<file path="src/rtl/ip_mapperram_pkg.sv">
// ip_mapperram_pkg: shared FSM encoding, segment reset values and I/O base default.
package ip_mapperram_pkg;
  typedef enum logic [1:0] {IDLE, REQ, WAIT_RD, DONE} state_t;
  localparam logic [7:0] IO_BASE_DEF = 8'hFC;
  function automatic logic [7:0] seg_rst(input int n);
    return 8'(3 - n);
  endfunction
endpackage

</file>
<file path="src/rtl/ip_mapperram_if.sv">
// ip_mapperram_if: MSX-50BUS side of the memory mapper.
interface ip_mapperram_if;
  logic [15:0] bus_address;
  logic        bus_io_cs;
  logic        bus_memory_cs;
  logic        bus_read_ready;
  logic [7:0]  bus_read_data;
  logic [7:0]  bus_write_data;
  logic        bus_read;
  logic        bus_write;
  logic        bus_io;
  logic        bus_memory;
  modport master (
    output bus_address, bus_write_data, bus_read, bus_write, bus_io, bus_memory,
    input  bus_io_cs, bus_memory_cs, bus_read_ready, bus_read_data
  );
  modport slave (
    input  bus_address, bus_write_data, bus_read, bus_write, bus_io, bus_memory,
    output bus_io_cs, bus_memory_cs, bus_read_ready, bus_read_data
  );
endinterface

</file>
<file path="src/rtl/ip_mapperram_segs.sv">
// ip_mapperram_segs: four page segment registers with page lookup and I/O readback.
module ip_mapperram_segs import ip_mapperram_pkg::*; #(
  parameter int SEG_BITS = 8
) (
  input  logic                clk,
  input  logic                reset,
  input  logic                we,
  input  logic [1:0]          wsel,
  input  logic [7:0]          wdata,
  input  logic [1:0]          msel,
  output logic [SEG_BITS-1:0] seg_mem,
  input  logic [1:0]          rsel,
  output logic [7:0]          rd_data
);
  logic [SEG_BITS-1:0] seg_q [4];
  logic [SEG_BITS-1:0] seg_d [4];
  always_comb begin
    seg_d = seg_q;
    if (we) seg_d[wsel] = wdata[SEG_BITS-1:0];
  end
  always_ff @(posedge clk) begin
    if (reset) for (int i = 0; i < 4; i++) seg_q[i] <= SEG_BITS'(seg_rst(i));
    else seg_q <= seg_d;
  end
  assign seg_mem = seg_q[msel];
  // unimplemented high bits read back as ones
  always_comb begin
    rd_data = 8'hFF;
    rd_data[SEG_BITS-1:0] = seg_q[rsel];
  end
endmodule

</file>
<file path="src/rtl/ip_mapperram_param.sv">
// ip_mapperram_param: MSX memory mapper bridging the 50-pin bus to a paged RAM.
module ip_mapperram_param import ip_mapperram_pkg::*; #(
  parameter int         SEG_BITS = 8,
  parameter logic [7:0] IO_BASE  = IO_BASE_DEF,
  parameter int         READBACK = 1
) (
  input  logic                 clk,
  input  logic                 reset,
  ip_mapperram_if.slave        mbus,
  output logic                 rd,
  output logic                 wr,
  input  logic                 busy,
  output logic [SEG_BITS+13:0] address,
  output logic [7:0]           wdata,
  input  logic [7:0]           rdata,
  input  logic                 rdata_en
);
  localparam int RAM_AW = SEG_BITS + 14;
  state_t              state_q, state_d;
  logic [RAM_AW-1:0]   addr_q, addr_d;
  logic [7:0]          wdata_q, wdata_d, rdata_q, rdata_d, seg_rb;
  logic                is_wr_q, is_wr_d, rdy_q, rdy_d, io_prev_q, io_prev_d;
  logic [SEG_BITS-1:0] seg_mem;
  logic                io_cs, io_rd, mem_req;
  assign io_cs   = mbus.bus_address[7:2] == IO_BASE[7:2];
  assign io_rd   = (READBACK != 0) && mbus.bus_io && mbus.bus_read && io_cs;
  assign mem_req = mbus.bus_memory && (mbus.bus_read || mbus.bus_write);
  ip_mapperram_segs #(.SEG_BITS(SEG_BITS)) u_segs (
    .clk     (clk),
    .reset   (reset),
    .we      (mbus.bus_io && mbus.bus_write && io_cs),
    .wsel    (mbus.bus_address[1:0]),
    .wdata   (mbus.bus_write_data),
    .msel    (mbus.bus_address[15:14]),
    .seg_mem (seg_mem),
    .rsel    (mbus.bus_address[1:0]),
    .rd_data (seg_rb)
  );
  always_comb begin
    state_d   = state_q;
    addr_d    = addr_q;
    wdata_d   = wdata_q;
    is_wr_d   = is_wr_q;
    rdata_d   = rdata_q;
    rdy_d     = 1'b0;
    io_prev_d = io_rd;
    // readback answers once per strobe assertion
    if (io_rd && !io_prev_q) begin
      rdy_d   = 1'b1;
      rdata_d = seg_rb;
    end
    case (state_q)
      IDLE: if (mem_req) begin
        state_d = REQ;
        addr_d  = {seg_mem, mbus.bus_address[13:0]};
        wdata_d = mbus.bus_write_data;
        is_wr_d = !mbus.bus_read;
      end
      REQ: if (!busy) state_d = is_wr_q ? DONE : WAIT_RD;
      WAIT_RD: if (rdata_en) begin
        state_d = DONE;
        rdata_d = rdata;
        rdy_d   = 1'b1;
      end
      DONE: if (!mem_req) state_d = IDLE;
      default: state_d = IDLE;
    endcase
  end
  always_ff @(posedge clk) begin
    if (reset) begin
      state_q   <= IDLE;
      addr_q    <= '0;
      wdata_q   <= '0;
      is_wr_q   <= 1'b0;
      rdata_q   <= 8'hFF;
      rdy_q     <= 1'b0;
      io_prev_q <= 1'b0;
    end else begin
      state_q   <= state_d;
      addr_q    <= addr_d;
      wdata_q   <= wdata_d;
      is_wr_q   <= is_wr_d;
      rdata_q   <= rdata_d;
      rdy_q     <= rdy_d;
      io_prev_q <= io_prev_d;
    end
  end
  assign rd                  = state_q == REQ && !is_wr_q;
  assign wr                  = state_q == REQ && is_wr_q;
  assign address             = addr_q;
  assign wdata               = wdata_q;
  assign mbus.bus_io_cs      = io_cs;
  assign mbus.bus_memory_cs  = 1'b1;
  assign mbus.bus_read_ready = rdy_q;
  assign mbus.bus_read_data  = rdata_q;
endmodule

</file>
<file path="src/flat_wrapper.sv">
// flat-port wrapper written by rule: the top's interface ports become plain ports
module ip_mapperram_param_flat import ip_mapperram_pkg::*;
#(
  parameter int         SEG_BITS = 8,
  parameter logic [7:0] IO_BASE  = IO_BASE_DEF,
  parameter int         READBACK = 1
)
  (clk, reset, rd, wr, busy, address, wdata, rdata, rdata_en, mbus_bus_address, mbus_bus_write_data, mbus_bus_read, mbus_bus_write, mbus_bus_io, mbus_bus_memory, mbus_bus_io_cs, mbus_bus_memory_cs, mbus_bus_read_ready, mbus_bus_read_data);
  ip_mapperram_if mbus_i ();
  input  logic clk;
  input  logic reset;
  output logic rd;
  output logic wr;
  input  logic busy;
  output logic [SEG_BITS+13:0] address;
  output logic [7:0] wdata;
  input  logic [7:0] rdata;
  input  logic rdata_en;
  input wire logic [$bits(mbus_i.bus_address)-1:0] mbus_bus_address;
  input wire logic [$bits(mbus_i.bus_write_data)-1:0] mbus_bus_write_data;
  input wire logic [$bits(mbus_i.bus_read)-1:0] mbus_bus_read;
  input wire logic [$bits(mbus_i.bus_write)-1:0] mbus_bus_write;
  input wire logic [$bits(mbus_i.bus_io)-1:0] mbus_bus_io;
  input wire logic [$bits(mbus_i.bus_memory)-1:0] mbus_bus_memory;
  output wire logic [$bits(mbus_i.bus_io_cs)-1:0] mbus_bus_io_cs;
  output wire logic [$bits(mbus_i.bus_memory_cs)-1:0] mbus_bus_memory_cs;
  output wire logic [$bits(mbus_i.bus_read_ready)-1:0] mbus_bus_read_ready;
  output wire logic [$bits(mbus_i.bus_read_data)-1:0] mbus_bus_read_data;
  assign mbus_i.bus_address = mbus_bus_address;
  assign mbus_i.bus_write_data = mbus_bus_write_data;
  assign mbus_i.bus_read = mbus_bus_read;
  assign mbus_i.bus_write = mbus_bus_write;
  assign mbus_i.bus_io = mbus_bus_io;
  assign mbus_i.bus_memory = mbus_bus_memory;
  assign mbus_bus_io_cs = mbus_i.bus_io_cs;
  assign mbus_bus_memory_cs = mbus_i.bus_memory_cs;
  assign mbus_bus_read_ready = mbus_i.bus_read_ready;
  assign mbus_bus_read_data = mbus_i.bus_read_data;
  ip_mapperram_param #(.SEG_BITS(SEG_BITS), .IO_BASE(IO_BASE), .READBACK(READBACK)) u_core (.clk(clk), .reset(reset), .mbus(mbus_i), .rd(rd), .wr(wr), .busy(busy), .address(address), .wdata(wdata), .rdata(rdata), .rdata_en(rdata_en));
endmodule
</file>
<file path="config.mk">
export PLATFORM = sky130hd
export DESIGN_NAME = ip_mapperram_param_flat
export DESIGN_NICKNAME = d
export VERILOG_FILES = /design/src/rtl/ip_mapperram_pkg.sv /design/src/rtl/ip_mapperram_if.sv /design/src/rtl/ip_mapperram_segs.sv /design/src/rtl/ip_mapperram_param.sv /design/src/flat_wrapper.sv
export SDC_FILE = /design/constraint.sdc
export NUM_CORES = 1
export LEC_CHECK = 0
export BUFFER_PORTS_ARGS = -buffer_cell sky130_fd_sc_hd__buf_2
export CORE_MARGIN = 2
export CORE_UTILIZATION = 44
export CTS_CLUSTER_DIAMETER = 120
export DETAILED_ROUTE_END_ITERATION = 10
export PLACE_DENSITY_LB_ADDON = 0.12
export SLEW_MARGIN = 25
export SYNTH_ARGS = -nofsm -noshare
export SYNTH_HDL_FRONTEND = slang
export SYNTH_SLANG_ARGS = --single-unit
</file>
<file path="constraint.sdc">
create_clock -name clk -period 2.12 [get_ports clk]
set_input_delay 0.106 -clock clk [delete_from_list [all_inputs] [get_ports clk]]
set_output_delay 0.106 -clock clk [all_outputs]
set_load 0.03 [all_outputs]
</file>
==> impl_results.md <==
- Outcome: completed
- Maximum fanout along the worst path: 4
- Slew of the pin with the lowest slew margin: 690 ps
- Crit path DAT: 1900 ps
- Die Ht: between 80 and 90 um
- P_int: around 2.5 mW
- Layout cells sized above 1: 0.295
- Unique masters post-synth: 28
- Setup slack after layout: 453 ps
- VDD IR max: ~0.33 mV
- Area share of the largest cell type after synthesis: 0.463
- Worst setup SP type: register
- RSZ-0062 raised after global routing: no
- Clock Skews: roughly 7.6 ps
- Largest net degree at the start of global routing: 31
- Clock power frac: 0.326
- Leakage: about 1.6 nW
- Seq pwr share: 0.430
- Synthesized Nets: 381
- Comb pwr share: 0.244
- Core area: 7180 um2
- Routed Antenna Nets: 0
- Clock Tree Buf Depth: 2
- Via count: 2665
- Relative slew slack: 0.540
- Total negative slack: 0 ps
- Global route overflow: 0
- Period Utilization, post-route: 0.786
- Final hold vios: 0
- Initial Util: 0.452
- Psw: about 1.2 mW
- Num CTS Buffers: 9
- Sw Share: 0.319
- Avg Synthesized Cell Area: 9.62 um2
- CP required: around 2400 ps
- I/O Buffers: just over 80
- RD Place Congestion: 0.758
- TritonCTS Sinks: 75
- DIE WIDTH: around 90 um
- Synthesized area: 3240 um2
- Total track usage: 0.192
- Worst path max stage delay: roughly 490 ps
- Cells after Synth: 337
- Nets@finish: roughly 470
- Antenna diodes: 0
- Maximum clock rate: between 0.5 and 0.6 GHz
- Hold Crit Class: input port to register
- Largest area contributor in the netlist: dfxtp_1
- Initial antenna violation count: 0
- Power Density: roughly 890 nW/um2
- Final-report max-slew violation count: 0
- Synth Register Bits: 75
- Vias in the first global route: ~2600
- Via/cell ratio: about 5.0
- Routed len/inst: 14.3 um
- Final count of negative-setup-slack endpoints: 0
- Layout area overhead: 26.9%
- Sequential area share after synthesis: 0.463
- Max_cap viols: 0
- Total Die Area: slightly above 8000 um2
- Commonest non-fill, non-tap cell in the layout: buf_2
- Yosys synthesis warning count: 0
- Iteration-0 DRC Markers: just under 100
- CTS tree: done
- Min Tclk post-route: about 1700 ps
- CP endpoint kind: register
- First-pass GRT wire length: 12.2 mm
- Post-route DRC violation count: 0
- Drt total wl: roughly 7.6 mm
- Rows: 31
- H-Tree Depth: 3
- Synth top area cells: dfxtp_1, mux2i_1, mux4_2
- Worst path cell trace: inv_1 > ha_1 > a222oi_1 > nor4b_1 > a211oi_1
- Root buffer cell: clkbuf_8
- Most frequent cells in the layout: buf_2, dfxtp_1, nand2_1, a21oi_1, nor2_1
- Pre-CTS setup slack: around 450 ps
- Critical Setup Path Class: register to register
- Post-DP HPWL: 5.25 mm
- CP max-delay cell: a222oi_1
- Boundary Pins: between 80 and 90
- Drt first pass iters: 4
- Reg clk slew, reported paths: about 80 ps
- Clk_lat worst skew: ~350 ps
[layer usage]
metal  vias up  global-route usage  part of all wire
met1      1257               0.232              0.45
met5         -                   0                 0
li1       1345                   -                 -
met2        54               0.331              0.50
met4         0              0.0731            0.0080
met3         9              0.0461             0.046
[critical path, delay by kind of cell, from the launching register on]
| kind | cells | cell delay (ps) |
|---|---|---|
| buf+inv | 1 | 90 |
| compound gates | 2 | 570 |
| flops | 1 | 360 |
| simple gates | 1 | 290 |
| fa+ha+maj | 1 | 230 |
[final timing paths]
check | start | endpoint | slack (ps) | cells after the start
hold reg to reg | u_core.wdata[7] | u_core.wdata[7] | 450 | 2
hold / removal | mbus_bus_address[6] | u_core.address[6] | 10 | 3
setup / recovery | u_core.state_q[0] | u_core.state_q[0] | 450 | 5
setup reg to reg | u_core.state_q[0] | u_core.state_q[0] | 450 | 5
[final cells by class]
class,count,area [um2]
sequential,75,1500
timing repair buffer,105,621
clock buffer,10,138
tap,99,124
fill,658,3060
inverter,4,15.0
clock inverter,5,77.6
multi-input combinational,235,1640
[sequential cells by signal, summed over array words and instances, names as in the netlist]
name,flops
u_core.u_segs.seg_q,32
u_core.address,22
u_core.mbus.bus_read_data,8
u_core.wdata,8
u_core.state_q,2
u_core.io_prev_q,1
u_core.is_wr_q,1
u_core.mbus.bus_read_ready,1
[synth_stat cells]
library cell  count
conb_1            1
inv_1             4
a211oi_1          2
buf_2             3
a21oi_1          45
dfxtp_1          75
o21a_1            1
mux4_2           16
nand4_4           1
o211ai_1          1
buf_1             2
and2_1            2
nand4_1           1
nand2b_1          3
nor4b_1           2
a21o_1            1
nand2_1          65
nor4_4            3
clkbuf_1         17
nand3_1           1
or2_2             1
a222oi_1          1
mux2i_1          36
nor2_1           41
nor2b_1           1
buf_4             1
nor3_1            6
ha_1              4
[through the flow]
| stage | util | hold WS, ps | instances | power (mW) | area, um2 |
|---|---|---|---|---|---|
| final | 0.573 | 12.6 | 533 | 3.67 | 4120 |
| after global routing | 0.573 | 5.04 | 533 | 3.86 | 4120 |
| after CTS | 0.572 | 0.632 | 532 | 3.71 | 4110 |
| after detailed placement | 0.524 | 329 | 504 | 2.50 | 3760 |
| after global placement | 0.524 | 331 | 504 | 2.48 | 3760 |
| after floorplan | - | 202 | 337 | 2.22 | 3240 |
[logic make-up after synthesis]
logic type / count (synthesis) / synth area share
AO/OA/AOI/OAI: 51 / 0.0841
adder cells (fa/ha/maj): 4 / 0.0154
buffers and inverters: 27 / 0.0336
flip-flops: 75 / 0.463
multiplexers: 52 / 0.222
other: 1 / 0.00116
AND/OR/NAND/NOR: 127 / 0.181
[power by group through the flow]
stage	Clock (mW)	Sequential, mW	Combinational, mW
2_1_floorplan	0	1.78	0.446
3_3_place_gp	0	1.61	0.874
3_5_place_dp	0	1.61	0.886
4_1_cts	1.22	1.58	0.906
5_1_grt	1.30	1.59	0.973
6_report	1.20	1.58	0.897
[what timing repair did]
action | 4_1_cts | 5_1_grt
setup buffers | 0 | 0
hold buffers | 13 | 1
endpoints found under the hold margin | 13 | 1
gates resized for setup | 0 | 0
No activity file was read; power rests on OpenSTA's default activity.
